--- config.mk ---
export PLATFORM = sky130hd
export DESIGN_NAME = cnn_mac_pipe
export DESIGN_NICKNAME = d
export VERILOG_FILES = /design/src/rtl/cnn_mac_pipe.sv
export SDC_FILE = /design/constraint.sdc
export NUM_CORES = 1
export LEC_CHECK = 0
export BUFFER_PORTS_ARGS = -buffer_cell sky130_fd_sc_hd__buf_2
export CORE_MARGIN = 10
export CORE_UTILIZATION = 60
export CTS_BUF_LIST = sky130_fd_sc_hd__clkbuf_16
export DETAILED_ROUTE_END_ITERATION = 8
export GPL_TIMING_DRIVEN = 1
export PLACE_DENSITY = 0.87
export SLEW_MARGIN = 20
export SYNTH_ARGS = -nofsm -noshare
export SYNTH_HDL_FRONTEND = slang
export SYNTH_SLANG_ARGS = --single-unit
--- constraint.sdc ---
create_clock -name clk -period 5.27 [get_ports clk]
set_input_delay 0.2635 -clock clk [delete_from_list [all_inputs] [get_ports clk]]
set_output_delay 0.2635 -clock clk [all_outputs]
set_load 0.01 [all_outputs]
--- src/rtl/cnn_mac_pipe.sv ---
// -----------------------------------------------------------------------------
// cnn_mac_pipe
//
// Streaming multiply-accumulate for CNN dot products. Each beat multiplies an
// activation (din0) by a weight (din1). Products are summed over a run of beats
// that in_first opens and in_last closes. The closed sum is rounded, shifted
// down by FRAC_SHIFT, saturated to DOUT_WIDTH and presented for one cycle.
//
// Handshake: there is no backpressure. On every rising edge with ce=1, a beat
// is accepted if in_valid=1. in_first and in_last only mean something on an
// accepted beat. When ce=0 the whole pipeline freezes, and that includes a
// pending out_valid. out_valid is a single-cycle pulse in the enabled-cycle
// domain. dout and out_sat keep their value until the next result.
//
// Pipeline (edges counted from the edge that accepts the last beat):
//   edge 0 .. MUL_STAGES-1 : product register chain plus valid/first/last
//   edge MUL_STAGES        : accumulator (load on first or empty, else add)
//   edge MUL_STAGES+1      : rounding register (ACC_WIDTH+1 bits)
//   edge MUL_STAGES+2      : saturation / output register -> out_valid
//
// Parameters:
//   DIN0_WIDTH  signed width of din0
//   DIN1_WIDTH  signed width of din1
//   ACC_WIDTH   signed accumulator width (>= DIN0_WIDTH+DIN1_WIDTH)
//   DOUT_WIDTH  signed output width (<= ACC_WIDTH)
//   FRAC_SHIFT  right shift from accumulator to output (0..ACC_WIDTH-1)
//   MUL_STAGES  product pipeline registers (1..4)
//
// Ports:
//   clk        rising-edge clock
//   reset      asynchronous active-high reset
//   ce         clock enable for every register
//   in_valid   din0/din1 carry a beat
//   in_first   beat opens a new dot product
//   in_last    beat closes the dot product
//   din0       signed activation
//   din1       signed weight
//   out_valid  one enabled-cycle pulse when dout/out_sat are new
//   dout       rounded, saturated result
//   out_sat    dout was clipped
// -----------------------------------------------------------------------------
module cnn_mac_pipe #(
    parameter int DIN0_WIDTH = 14,
    parameter int DIN1_WIDTH = 10,
    parameter int ACC_WIDTH  = 32,
    parameter int DOUT_WIDTH = 14,
    parameter int FRAC_SHIFT = 6,
    parameter int MUL_STAGES = 2
) (
    input  logic                  clk,
    input  logic                  reset,
    input  logic                  ce,
    input  logic                  in_valid,
    input  logic                  in_first,
    input  logic                  in_last,
    input  logic [DIN0_WIDTH-1:0] din0,
    input  logic [DIN1_WIDTH-1:0] din1,
    output logic                  out_valid,
    output logic [DOUT_WIDTH-1:0] dout,
    output logic                  out_sat
);

    localparam int PW      = DIN0_WIDTH + DIN1_WIDTH;
    localparam int LAST_ST = MUL_STAGES - 1;
    // Bit position of the rounding half. It is only used when FRAC_SHIFT > 0.
    localparam int RND_BIT = (FRAC_SHIFT > 0) ? FRAC_SHIFT - 1 : 0;
    // Number of rounded bits that must all agree for the value to fit in dout.
    localparam int TOP_W   = ACC_WIDTH - DOUT_WIDTH + 2;

    // -------------------------------------------------------------------------
    // Full-width signed product. Both operands are sign-extended to PW first,
    // so a PW x PW multiply truncated to PW bits gives the exact product.
    // -------------------------------------------------------------------------
    logic [PW-1:0] din0_ext;
    logic [PW-1:0] din1_ext;
    logic [PW-1:0] mul_d;

    assign din0_ext = {{DIN1_WIDTH{din0[DIN0_WIDTH-1]}}, din0};
    assign din1_ext = {{DIN0_WIDTH{din1[DIN1_WIDTH-1]}}, din1};
    assign mul_d    = $signed(din0_ext) * $signed(din1_ext);

    // -------------------------------------------------------------------------
    // Product pipeline with sideband. first/last are qualified with in_valid
    // at entry, so later stages never see a stray flag on a bubble.
    // -------------------------------------------------------------------------
    logic [PW-1:0]         prod_q [MUL_STAGES];
    logic [MUL_STAGES-1:0] pv_q;
    logic [MUL_STAGES-1:0] pf_q;
    logic [MUL_STAGES-1:0] pl_q;

    always_ff @(posedge clk or posedge reset) begin
        if (reset) begin
            for (int i = 0; i < MUL_STAGES; i++) begin
                prod_q[i] <= '0;
            end
            pv_q <= '0;
            pf_q <= '0;
            pl_q <= '0;
        end else if (ce) begin
            prod_q[0] <= mul_d;
            pv_q[0]   <= in_valid;
            pf_q[0]   <= in_valid & in_first;
            pl_q[0]   <= in_valid & in_last;
            for (int i = 1; i < MUL_STAGES; i++) begin
                prod_q[i] <= prod_q[i-1];
                pv_q[i]   <= pv_q[i-1];
                pf_q[i]   <= pf_q[i-1];
                pl_q[i]   <= pl_q[i-1];
            end
        end
    end

    // -------------------------------------------------------------------------
    // Accumulator. empty_q is set after a closing beat, so a following beat
    // that lacks in_first still starts a fresh sum. The sum wraps modulo
    // 2^ACC_WIDTH.
    // -------------------------------------------------------------------------
    logic [ACC_WIDTH-1:0] prod_acc;
    logic [ACC_WIDTH-1:0] acc_q;
    logic [ACC_WIDTH-1:0] acc_d;
    logic                 empty_q;
    logic                 empty_d;
    logic                 acc_done_q;
    logic                 acc_done_d;

    assign prod_acc = ACC_WIDTH'($signed(prod_q[LAST_ST]));

    always_comb begin
        acc_d      = acc_q;
        empty_d    = empty_q;
        acc_done_d = 1'b0;
        if (pv_q[LAST_ST]) begin
            if (pf_q[LAST_ST] || empty_q) begin
                acc_d = prod_acc;
            end else begin
                acc_d = acc_q + prod_acc;
            end
            empty_d    = pl_q[LAST_ST];
            acc_done_d = pl_q[LAST_ST];
        end
    end

    always_ff @(posedge clk or posedge reset) begin
        if (reset) begin
            acc_q      <= '0;
            empty_q    <= 1'b1;
            acc_done_q <= 1'b0;
        end else if (ce) begin
            acc_q      <= acc_d;
            empty_q    <= empty_d;
            acc_done_q <= acc_done_d;
        end
    end

    // -------------------------------------------------------------------------
    // Rounding. This stage is one bit wider than the accumulator, so adding
    // the half can never wrap. It reads acc_q while the accumulator may
    // already be loading the next dot product, which lets back-to-back dot
    // products run with no gap.
    // -------------------------------------------------------------------------
    logic signed [ACC_WIDTH:0] acc_wide;
    logic signed [ACC_WIDTH:0] rnd_half;
    logic signed [ACC_WIDTH:0] rnd_sum;
    logic        [ACC_WIDTH:0] rnd_d;
    logic        [ACC_WIDTH:0] rnd_q;
    logic                      rnd_vld_q;

    always_comb begin
        acc_wide = (ACC_WIDTH+1)'($signed(acc_q));
        rnd_half = '0;
        if (FRAC_SHIFT > 0) begin
            rnd_half[RND_BIT] = 1'b1;
        end
        rnd_sum = acc_wide + rnd_half;
        rnd_d   = rnd_sum >>> FRAC_SHIFT;
    end

    always_ff @(posedge clk or posedge reset) begin
        if (reset) begin
            rnd_q     <= '0;
            rnd_vld_q <= 1'b0;
        end else if (ce) begin
            rnd_vld_q <= acc_done_q;
            if (acc_done_q) begin
                rnd_q <= rnd_d;
            end
        end
    end

    // -------------------------------------------------------------------------
    // Saturation. The rounded value fits in DOUT_WIDTH bits exactly when every
    // bit from the top down to the dout sign bit is equal. Otherwise it clamps
    // toward the sign of the rounded value.
    // -------------------------------------------------------------------------
    logic [TOP_W-1:0]      rnd_top;
    logic                  sat_d;
    logic [DOUT_WIDTH-1:0] dout_d;
    logic                  out_valid_q;
    logic [DOUT_WIDTH-1:0] dout_q;
    logic                  out_sat_q;

    always_comb begin
        rnd_top = rnd_q[ACC_WIDTH:DOUT_WIDTH-1];
        sat_d   = !((&rnd_top) || !(|rnd_top));
        dout_d  = rnd_q[DOUT_WIDTH-1:0];
        if (sat_d) begin
            if (rnd_q[ACC_WIDTH]) begin
                dout_d = {1'b1, {(DOUT_WIDTH-1){1'b0}}};
            end else begin
                dout_d = {1'b0, {(DOUT_WIDTH-1){1'b1}}};
            end
        end
    end

    always_ff @(posedge clk or posedge reset) begin
        if (reset) begin
            out_valid_q <= 1'b0;
            dout_q      <= '0;
            out_sat_q   <= 1'b0;
        end else if (ce) begin
            out_valid_q <= rnd_vld_q;
            if (rnd_vld_q) begin
                dout_q    <= dout_d;
                out_sat_q <= sat_d;
            end
        end
    end

    assign out_valid = out_valid_q;
    assign dout      = dout_q;
    assign out_sat   = out_sat_q;

endmodule

==> metrics, run 1 <==
status=completed; clock power share=approximately an eighth; max-cap violation count=0; Most used DFF post-synth=dfrtp_1; I/O Pins=46; Die Y=between 150 and 200 um; register bit total from synthesis=about 130; first-pass GRT wire length=47100 um; worst-path maximum fanout=8; FF+latch area=around 3300 um^2; fraction of final layout cells sized beyond drive strength 1=15.8%; drt drc=0; post-synthesis cell area=around 12000 um^2; placed cells=approximately 1700; Detailed Route Iter0 Violations=between 900 and 1000; Seq/Total Area, Yosys=approximately 27%; skew final=approximately 0.0072 ns; endpoints failing setup=0; Wirelength per Cell=~16 um; fin crit share=97.8%; Req. time, crit path=5.57 ns; Crit-path slowest cell=or4_4; Layout Utilization=about 70%; vias post-DR=just under 10000; die area=26700 um^2; crit path capture type=flop; initial antenna violation count=0; clk sinks=around 130; fmax=around 0.19 GHz; P&R area growth vs syn=14.2%; Placeable Area=approximately 20000 um^2; DRT Pass-1 Iters=7; Area contributors post-synth=dfrtp_1 27%, fa_1 20%, ha_1 9.0%, inv_1 5.4%, nand2_1 4.6%; cell taking the most area after synthesis=dfrtp_1; CP dominant cell by count=fa_1; Non-Filler Instances=1717; Synth async-reset ratio=between 90% and 100%; Slew headroom=approximately two fifths; Crit Path Category=primary input to flop; H-tree levels=4; DRT antenna net count=0; fin crit period=approximately 5.2 ns; CP cell instances=buf_2 > clkinvlp_4 > buf_12 > nor2_2 > fa_1 > fa_1 > fa_1 > fa_1 > inv_1 > fa_1 > inv_1 > ha_1 > nand4_1 > nor2_1 > a41oi_2 > a41oi_2 > or4_4 > a31oi_4 > xnor2_1 > mux2_4; Rows=52; Hold Path Class=primary input to async pin; switching share of power=about 45%; total CTS buffers=17; top cells by count, synth=176 x inv_1, 152 x nand2_1, 131 x dfrtp_1; Yosys cell types=58; PD cells=about 710 nW/um^2; total grt overflow=0; arrival time at the worst endpoint=between 5 and 6 ns; Pleak=6.78 nW; gpl congestion=0.943; Final nets=roughly 1700; Initial Util=around three fifths; Flop pwr share=a little under a fifth; final hold slack=approximately 0.057 ns; fill count=approximately 1400; cell with the most instances after synthesis=inv_1; final count of hold timing violations=0; gr usage total=around a fifth; area of the multi-input gates=roughly 8300 um^2; clk buf depth=2; Post-synth EDFFs=0; WL final=~28000 um; top cell type's share of synthesized area=26.6%; average cell area after synthesis=just over 9 um^2; Yosys warning total=0; critical path startpoint category=primary input; Internal=between 5 and 6 mW; Final Max Tran Viols=0; DPL Wire Length=between 20000 and 25000 um; Buffers on Ports=45; worst vdd ir=~0.36 mV; Worst path max stage delay=~0.57 ns; logic gate share of total power=around two thirds; Die W=approximately 160 um; diode count=0; vias in the first global route=10026; Worst Tran Pin Value=between 0.9 and 1 ns; TritonCTS clock tree=built; Syn Nets=between 1500 and 2000; largest net degree at the start of global routing=between 70 and 80; switching power=4.49 mW; clk_lat worst skew=0.42 ns; Post-Syn Instances=about 1400; Vias/cell=between 5 and 6; clk slew on worst S/H paths=around 0.060 ns; Clk Tree Root Cell=clkbuf_16; Post-CTS Hold Buffers=0
## final timing paths
kind	from	to	slack, ns	cells after the start
worst max-delay path	din1[9]	prod_q[46]	0.11	20
worst min-delay path	reset	prod_q[27]	0.06	2
worst max register to register	prod_acc[0]	acc_q[28]	1.96	12
worst min register to register	empty_q	empty_q	0.47	2
max in group asynchronous	reset	dout[10]	3.99	3
min in group clk	in_last	pl_q[0]	0.09	3
## per-layer routing
layer,global-route usage (%),vias up,wire [um]
li1,-,4618,-
met1,25.7,4806,11500
met2,38.2,344,14600
met3,2.44,47,1440
met4,6.35,0,466
met5,0,-,0
## flip-flops by register name, indices dropped and copies added (netlist names)
| signal | cells |
|---|---|
| dout | 14 |
| prod_acc | 24 |
| out_valid | 1 |
| prod_q | 24 |
| acc_q | 32 |
| acc_done_q | 1 |
| empty_q | 1 |
| out_sat | 1 |
| pf_q | 2 |
| rnd_vld_q | 1 |
| rnd_q | 27 |
| pv_q | 2 |
| pl_q | 2 |
## cell usage in the layout, fill, tap and decap left out, types with 6 or more instances in the layout
cell and n:
xor2_1 21, a211oi_1 11, buf_2 36, and2_1 52
fa_1 121, o21bai_1 6, mux2_2 46, ha_1 86
o211ai_1 9, clkbuf_16 17, a31oi_1 9, a21o_1 17
nor2_1 90, o21a_1 7, inv_1 175, nand2_1 150
nand4_1 11, dfrtp_1 131, and3_1 13, xnor2_1 50
buf_4 67, nor3_1 12, a21oi_1 90, o21ai_0 72
nand2b_1 11, o21ai_1 10, nand3_1 24
## per-stage QoR
stage	TNS (ns)	power, mW	cell area [um^2]	setup WS (ns)
global placement	-0.436	8.08	13300	-0.158
floorplan	0	6.80	12400	0.00144
finish	0	10.0	14100	0.114
detailed placement	-1.42	8.44	13300	-0.342
global route	-0.0342	11.0	14100	-0.0342
CTS	0	9.81	13900	0.108
## cells by family after synthesis
| family | count (synthesis) | synth area share (%) |
|---|---|---|
| AOI/OAI and AO/OA | 263 | 12.9 |
| xor gates and xnor gates | 71 | 5.04 |
| adders and majority gates | 213 | 29.1 |
| buffers and inverters | 235 | 7.15 |
| DFF | 132 | 26.8 |
| muxes | 50 | 4.56 |
| and+or+nand+nor | 392 | 14.5 |
## cell type report
| cell class | instances | area share, % |
|---|---|---|
| clock buffers | 17 | 3.02 |
| multi-input cells | 989 | 58.8 |
| repair buffers | 117 | 6.08 |
| flip-flops and latches | 132 | 23.4 |
| well taps | 270 | 2.40 |
| inverters | 178 | 4.79 |
| clock inverters | 14 | 1.50 |
## power groups by stage
stage	clock network, mW	logic [mW]	registers [mW]
finish	1.27	6.85	1.93
global route	1.32	7.69	1.99
CTS	1.28	6.61	1.92
detailed placement	0	6.52	1.92
global placement	0	6.19	1.89
floorplan	0	4.99	1.82
## critical path: cells and delay by family
kind | cells | cell delay [ns]
adders and majority gates | 6 | 2.90
and+or+nand+nor | 4 | 0.91
buffers and inverters | 5 | 0.49
AOI/OAI and AO/OA | 3 | 0.55
xor gates and xnor gates | 1 | 0.08
muxes | 1 | 0.25
## repair_timing
item,in CTS,in global routing
resized for setup,0,42
setup buffers,0,5
endpoints found under the setup margin,0,5
No activity file was read; power rests on OpenSTA's default activity.
==> run 2: changes to the inputs <==
--- a/config.mk
+++ b/config.mk
@@ -5,13 +5,14 @@
 export SDC_FILE = /design/constraint.sdc
 export NUM_CORES = 1
 export LEC_CHECK = 0
+export ABC_AREA = 1
 export BUFFER_PORTS_ARGS = -buffer_cell sky130_fd_sc_hd__buf_2
 export CORE_MARGIN = 10
-export CORE_UTILIZATION = 60
+export CORE_UTILIZATION = 30
 export CTS_BUF_LIST = sky130_fd_sc_hd__clkbuf_16
 export DETAILED_ROUTE_END_ITERATION = 8
 export GPL_TIMING_DRIVEN = 1
-export PLACE_DENSITY = 0.87
+export PLACE_DENSITY = 0.53
 export SLEW_MARGIN = 20
 export SYNTH_ARGS = -nofsm -noshare
 export SYNTH_HDL_FRONTEND = slang
==> run 2 against run 1 <==
Clock skew up 0.0084 ns. Routed wire length up 29%. Via count up 18%. Non-clock buffer count down 56. Flip-flop and latch count unchanged. Sequential share of layout area down 1.7 points. Fmax up 9.1%. Synthesized area up 11%. Critical endpoint is now prod_q[43]. Largest power group unchanged.
==> metrics, run 2 <==
average cell area after synthesis=approximately 7.3 um^2; Die Y=234 um; Area contributors post-synth=dfrtp_1 24%, fa_1 18%, nand2_1 15%, inv_1 9.9%, ha_1 8.1%; final critical-path setup slack=roughly 0.54 ns; Synth async-reset ratio=between 90% and 100%; cell taking the most area after synthesis=dfrtp_1; Hold Path Depth=3; TritonCTS clock tree=built; gpl congestion=roughly 0.97; Yosys warning total=0; reg2reg start=pf_q[1]; skew final=~0.016 ns; cell with the most instances after synthesis=nand2_1; FF+latch area=about 3300 um^2; Req. time, crit path=roughly 5.6 ns; clk_lat worst skew=roughly 0.43 ns; Setup crit end=prod_q[43]; initial antenna violation count=0; crit path capture type=flop; Final nets=around 2100; Most used DFF post-synth=dfrtp_1; post-synthesis simple-gate area fraction=26.1%; Buffers on Ports=45; met1 wire length=approximately 17000 um; Seq/Total Area, Yosys=roughly a quarter; Vias/cell=around 4.6; fraction of final layout cells sized beyond drive strength 1=around 7.5%; worst vdd ir=roughly 0.3 mV; Wirelength per Cell=around 14 um; fin crit share=around nine tenths; P&R area growth vs syn=10.8%; XOR/XNOR share of the synthesized area=about 2.4%; endpoints failing setup=0; Yosys cell types=48; Syn Nets=~2100; worst-case reg-to-reg path depth=5; area of the multi-input gates=8790 um^2; most frequent cells in the layout=537 x nand2_1, 359 x inv_1, 131 x dfrtp_1; arrival time at the worst endpoint=about 5.1 ns; final count of hold timing violations=0; DRT Pass-1 Iters=5; DRT antenna net count=0; max FFs per register=32; Synth Area in Adders=26.3%; critical path startpoint category=primary input; status=completed; Pleak=approximately 8.1 nW; Clk Tree Root Cell=clkbuf_16; CP dominant cell by count=nand2_1; top cells by count, synth=537 x nand2_1, 360 x inv_1, 131 x dfrtp_1; Rows=approximately 80; RSZ-0062 raised after global routing=false; WL final=~36000 um; total grt overflow=0; Worst path max stage delay=about 0.55 ns; uppermost routed layer=met4; Slew headroom=a little under two fifths; register bit total from synthesis=roughly 130; Reg with most FFs=acc_q; most common cell after layout, fill and taps aside=nand2_1; drt drc=0; post-CTS setup buffers=0; Hold Path Class=primary input to flop; vias post-DR=between 10000 and 15000; I/O Pins=46; CP cell instances=buf_2 > nand2_1 > fa_1 > inv_1 > fa_1 > inv_1 > fa_1 > inv_1 > fa_1 > inv_1 > fa_1 > inv_1 > ha_1 > nand2_1 > nor2_1 > nand2_1 > o211ai_2 > nand2_1 > nand2_1 > nand2_1 > a31oi_1; Post-synth EDFFs=0; clk slew on worst S/H paths=approximately 0.070 ns; total CTS buffers=17; met2 WL=approximately 17000 um; worst-path maximum fanout=14; Crit-path slowest cell=fa_1; Placeable Area=about 45000 um^2; fmax=around 0.21 GHz; die area=54600 um^2; H-tree levels=4; clk buf depth=2; setup TNS=0 ns; fin crit period=roughly 4.7 ns; largest net degree at the start of global routing=77; Crit Reg-Reg Endpoint=acc_q[12]; Initial Util=a little under a third; Post-Place Worst Slack=roughly 0.065 ns; multiplexer area fraction after synthesis=0%; gr usage total=between 10% and 20%; Resized Gates After CTS=0; Die W=approximately 230 um; DPL Wire Length=29200 um; max-cap violation count=0; largest family of logic cells by synthesized area=adder cells; Final Max Tran Viols=0; Reg2Reg Setup Slack=between 2 and 3 ns; vias in the first global route=between 10000 and 15000; biggest regs=acc_q (32), rnd_q (27); Compound-Gate Fraction of Synth Area=under 10%; Post-Syn Instances=~1900; clk sinks=around 130; Crit Path Category=primary input to flop; fill count=around 4900; Worst Tran Pin Value=just over 0.9 ns; top cell type's share of synthesized area=about a quarter; met3 wire len=between 900 and 1000 um; Detailed Route Iter0 Violations=just over 600; first-pass GRT wire length=61300 um; PD cells=approximately 640 nW/um^2; post-synthesis cell area=~14000 um^2; diode count=0; launch point of the critical path=din1[3]
==> run 2: changes by cell type in the layout (fill, tap and decap cells not counted), sizes merged, moves of 15 or more <==
| cell | before | now |
|---|---|---|
| xnor2 | 50 | 12 |
| and2 | 53 | 2 |
| nor2 | 97 | 132 |
| a21o | 17 | 2 |
| nand2 | 152 | 548 |
| o21ai | 82 | 101 |
| inv | 176 | 370 |
| mux2 | 47 | 0 |
| buf | 112 | 60 |
| nand3 | 24 | 89 |
==> run 2: through the flow <==
stage,instance area (um^2),hold slack [ns],util (%),instances,power [mW]
2_1_floorplan,13700,0.376,-,1878,6.83
3_3_place_gp,14600,0.407,32.2,2483,8.41
3_5_place_dp,14600,0.411,32.2,2483,8.50
4_1_cts,15200,0.0493,33.5,2516,9.75
5_1_grt,15200,0.0593,33.5,2516,10.9
6_report,15200,0.0506,33.5,2516,9.70
==> run 2: worst min-delay path by stage <==
| stage | startpoint | end | slack, ns |
|---|---|---|---|
| global route | in_first | pf_q[0] | 0.06 |
| global placement | reset | pv_q[0] | 0.41 |
| floorplan | in_valid | pv_q[0] | 0.38 |
| detailed placement | reset | pv_q[1] | 0.41 |
| finish | in_first | pf_q[0] | 0.05 |
| CTS | in_first | pf_q[0] | 0.05 |
==> run 2: area by class of cell <==
cell class                 instances  share of cell area, %
tap                              600                   4.95
sequential                       132                   21.8
timing repair buffer              61                   2.29
clock inverter                    15                   1.11
multi-input combinational       1324                   57.9
clock buffer                      17                   2.80
inverter                         367                   9.12
==> run 2: what timing repair did <==
item	4_1_cts	5_1_grt
setup endpoints to repair	0	0
hold buffers	1	0
hold endpoints to repair	65	0
==> run 2: kinds of logic (layout without fill, tap and decap cells) <==
family	count (synthesis)	after routing
buffers and inverters	422	460
DFF	132	132
and+or+nand+nor	839	839
adders and majority gates	213	213
xor gates and xnor gates	37	37
AOI/OAI and AO/OA	235	235
==> run 2: worst max-delay path, delay by kind of cell <==
family                   cells  cell delay (ns)
AND/OR/NAND/NOR              7             0.95
buffers and inverters        6             0.52
AO/OA/AOI/OAI                2             0.38
adder cells (fa/ha/maj)      6             2.95
==> run 2: where the power goes <==
group | internal, mW | switching [mW]
Combinational | 2.41 | 4.22
Sequential | 1.45 | 0.406
Clock | 0.708 | 0.502
==> run 2: routing by layer <==
metal / vias to the layer above / global-route usage [%]
met4: 0 / 4.15
met2: 187 / 23.3
met5: - / 0
met1: 5505 / 17.9
met3: 50 / 1.43
li1: 5880 / -
==> run 3: changes to the inputs <==
--- a/config.mk
+++ b/config.mk
@@ -13,6 +13,7 @@
 export DETAILED_ROUTE_END_ITERATION = 8
 export GPL_TIMING_DRIVEN = 1
 export PLACE_DENSITY = 0.53
+export REMOVE_ABC_BUFFERS = 1
 export SLEW_MARGIN = 20
 export SYNTH_ARGS = -nofsm -noshare
 export SYNTH_HDL_FRONTEND = slang
==> run 3 against run 2 <==
Via count shrank 0.89%. Setup slack worse by 0.31 ns. Core utilization hardly changed. Non-clock buffer count grew 3. Count of clock-buffer cells in the layout unchanged. First-iteration DRC count increased by 8.9%. Power shrank 0.63%. Sequential power hardly changed. Sequential share of layout area hardly changed. Hold slack improved by 0.0078 ns. Critical path type unchanged. Largest cell class unchanged. Largest power group unchanged.
==> metrics, run 3 (same netlist as run 2, synthesis figures left out) <==
status=completed; drt drc=0; endpoints failing setup=0; fraction of final layout cells sized beyond drive strength 1=approximately 7.5%; TritonCTS clock tree=built; Final nets=between 2000 and 2500; vias in the first global route=between 10000 and 15000; clk sinks=roughly 130; Hold Path Class=primary input to flop; initial antenna violation count=0; most frequent cells in the layout=537 x nand2_1, 360 x inv_1, 131 x dfrtp_1; Final Max Tran Viols=0; Detailed Route Iter0 Violations=659; DRT antenna net count=0; worst-path maximum fanout=14; Req. time, crit path=~5.6 ns; Worst Tran Pin Value=slightly below 0.9 ns; Placeable Area=~45000 um^2; P&R area growth vs syn=10.7%; fmax=roughly 0.2 GHz; Die Y=234 um; PD cells=~640 nW/um^2; arrival time at the worst endpoint=about 5.4 ns; Wirelength per Cell=14.6 um; max-cap violation count=0; Non-Filler Instances=between 2000 and 3000; clk_lat worst skew=~0.43 ns; Clk Tree Root Cell=clkbuf_16; gr usage total=13.8%; largest net degree at the start of global routing=79; crit path capture type=flop; die area=between 50000 and 60000 um^2; logic gate share of total power=approximately two thirds; Vias/cell=around 4.6; Post-Layout Inst Area=15200 um^2; Internal=around 4.5 mW; post-CTS setup buffers=0; clk slew on worst S/H paths=0.06 ns; Reg with most FFs=acc_q; clk buf depth=2; critical path startpoint category=primary input; WL final=about 37000 um; worst vdd ir=around 0.26 mV; diode count=0; DPL Wire Length=about 30000 um; Pleak=8.06 nW; Flop pwr share=roughly 19%; skew final=around 0.012 ns; Crit Path Category=primary input to flop; vias post-DR=11519; RSZ-0062 raised after global routing=false; final count of hold timing violations=0; placed cells=~2500; first-pass GRT wire length=roughly 61000 um; Slew headroom=about two fifths; total CTS buffers=17; Rows=78; most common cell after layout, fill and taps aside=nand2_1; DRT Pass-1 Iters=5; clock power share=between 10% and 20%; gpl congestion=approximately 0.95; total grt overflow=0; switching power=about 5.1 mW; final hold slack=0.0585 ns; Initial Util=a little under a third; Die W=~230 um; max FFs per register=32; H-tree levels=4; fin crit period=5.04 ns; biggest regs=acc_q (32), rnd_q (27); I/O Pins=46; Resized Gates After CTS=0; Post-DP Area=14600 um^2; fin crit share=a little over nine tenths; Buffers on Ports=45; switching share of power=a little over half
[run 3: worst max-delay path, stage by stage]
cell and delay [ns]:
buf_2 0.27, nand2_1 0.15, inv_1 0.15, fa_1 0.43, buf_4 0.18, fa_1 0.53
inv_1 0.05, fa_1 0.48, fa_1 0.51, fa_1 0.54, inv_1 0.04, ha_1 0.37
nand2_1 0.13, nor4_1 0.66, nand3_1 0.29, nand3_1 0.14, nand2_1 0.06, a31oi_1 0.12
[run 3: cell type report]
| type | count | area, um^2 |
|---|---|---|
| Timing Repair Buffer | 64 | 370 |
| Inverter | 367 | 1380 |
| Fill cell | 4912 | 30100 |
| Sequential cell | 132 | 3300 |
| Clock inverter | 14 | 139 |
| Tap cell | 600 | 751 |
| Clock buffer | 17 | 425 |
| Multi-Input combinational cell | 1324 | 8790 |
[run 3: what timing repair did]
item                       CTS  global route
setup endpoints to repair    0             0
hold endpoints to repair     9             0
hold buffers                 1             0
[run 3: metrics by stage]
stage	power, mW	setup WS, ns	setup TNS [ns]	utilization, %
after floorplan	6.80	0.539	0	-
after global placement	8.46	-0.186	-0.186	32.2
after detailed placement	8.50	-0.201	-0.201	32.2
after CTS	9.71	0.248	0	33.5
after global routing	10.8	0.0501	0	33.5
final	9.64	0.233	0	33.5
[run 3: power by group through the flow]
| stage | Sequential (mW) | Combinational, mW | Clock [mW] |
|---|---|---|---|
| after floorplan | 1.76 | 5.03 | 0 |
| after global placement | 1.86 | 6.60 | 0 |
| after detailed placement | 1.88 | 6.63 | 0 |
| after CTS | 1.86 | 6.66 | 1.19 |
| after global routing | 1.93 | 7.63 | 1.24 |
| final | 1.87 | 6.61 | 1.17 |
[run 3: final timing paths]
check	from	cells past startpoint	slack (ns)	end
worst max-delay path	din1[4]	18	0.23	prod_q[45]
worst min-delay path	in_first	3	0.06	pf_q[0]
worst max register to register	pf_q[1]	5	2.76	acc_q[10]
worst min register to register	out_valid	2	0.46	out_valid
max in group asynchronous	reset	4	3.51	acc_q[20]
min in group asynchronous	reset	3	0.52	dout[0]
[run 3: metal layers]
metal  share of wire, %  global-route usage [%]
met5                  0                       0
met4                1.9                    3.89
met3                2.8                    1.49
met2                 48                    23.9
met1                 48                    18.0
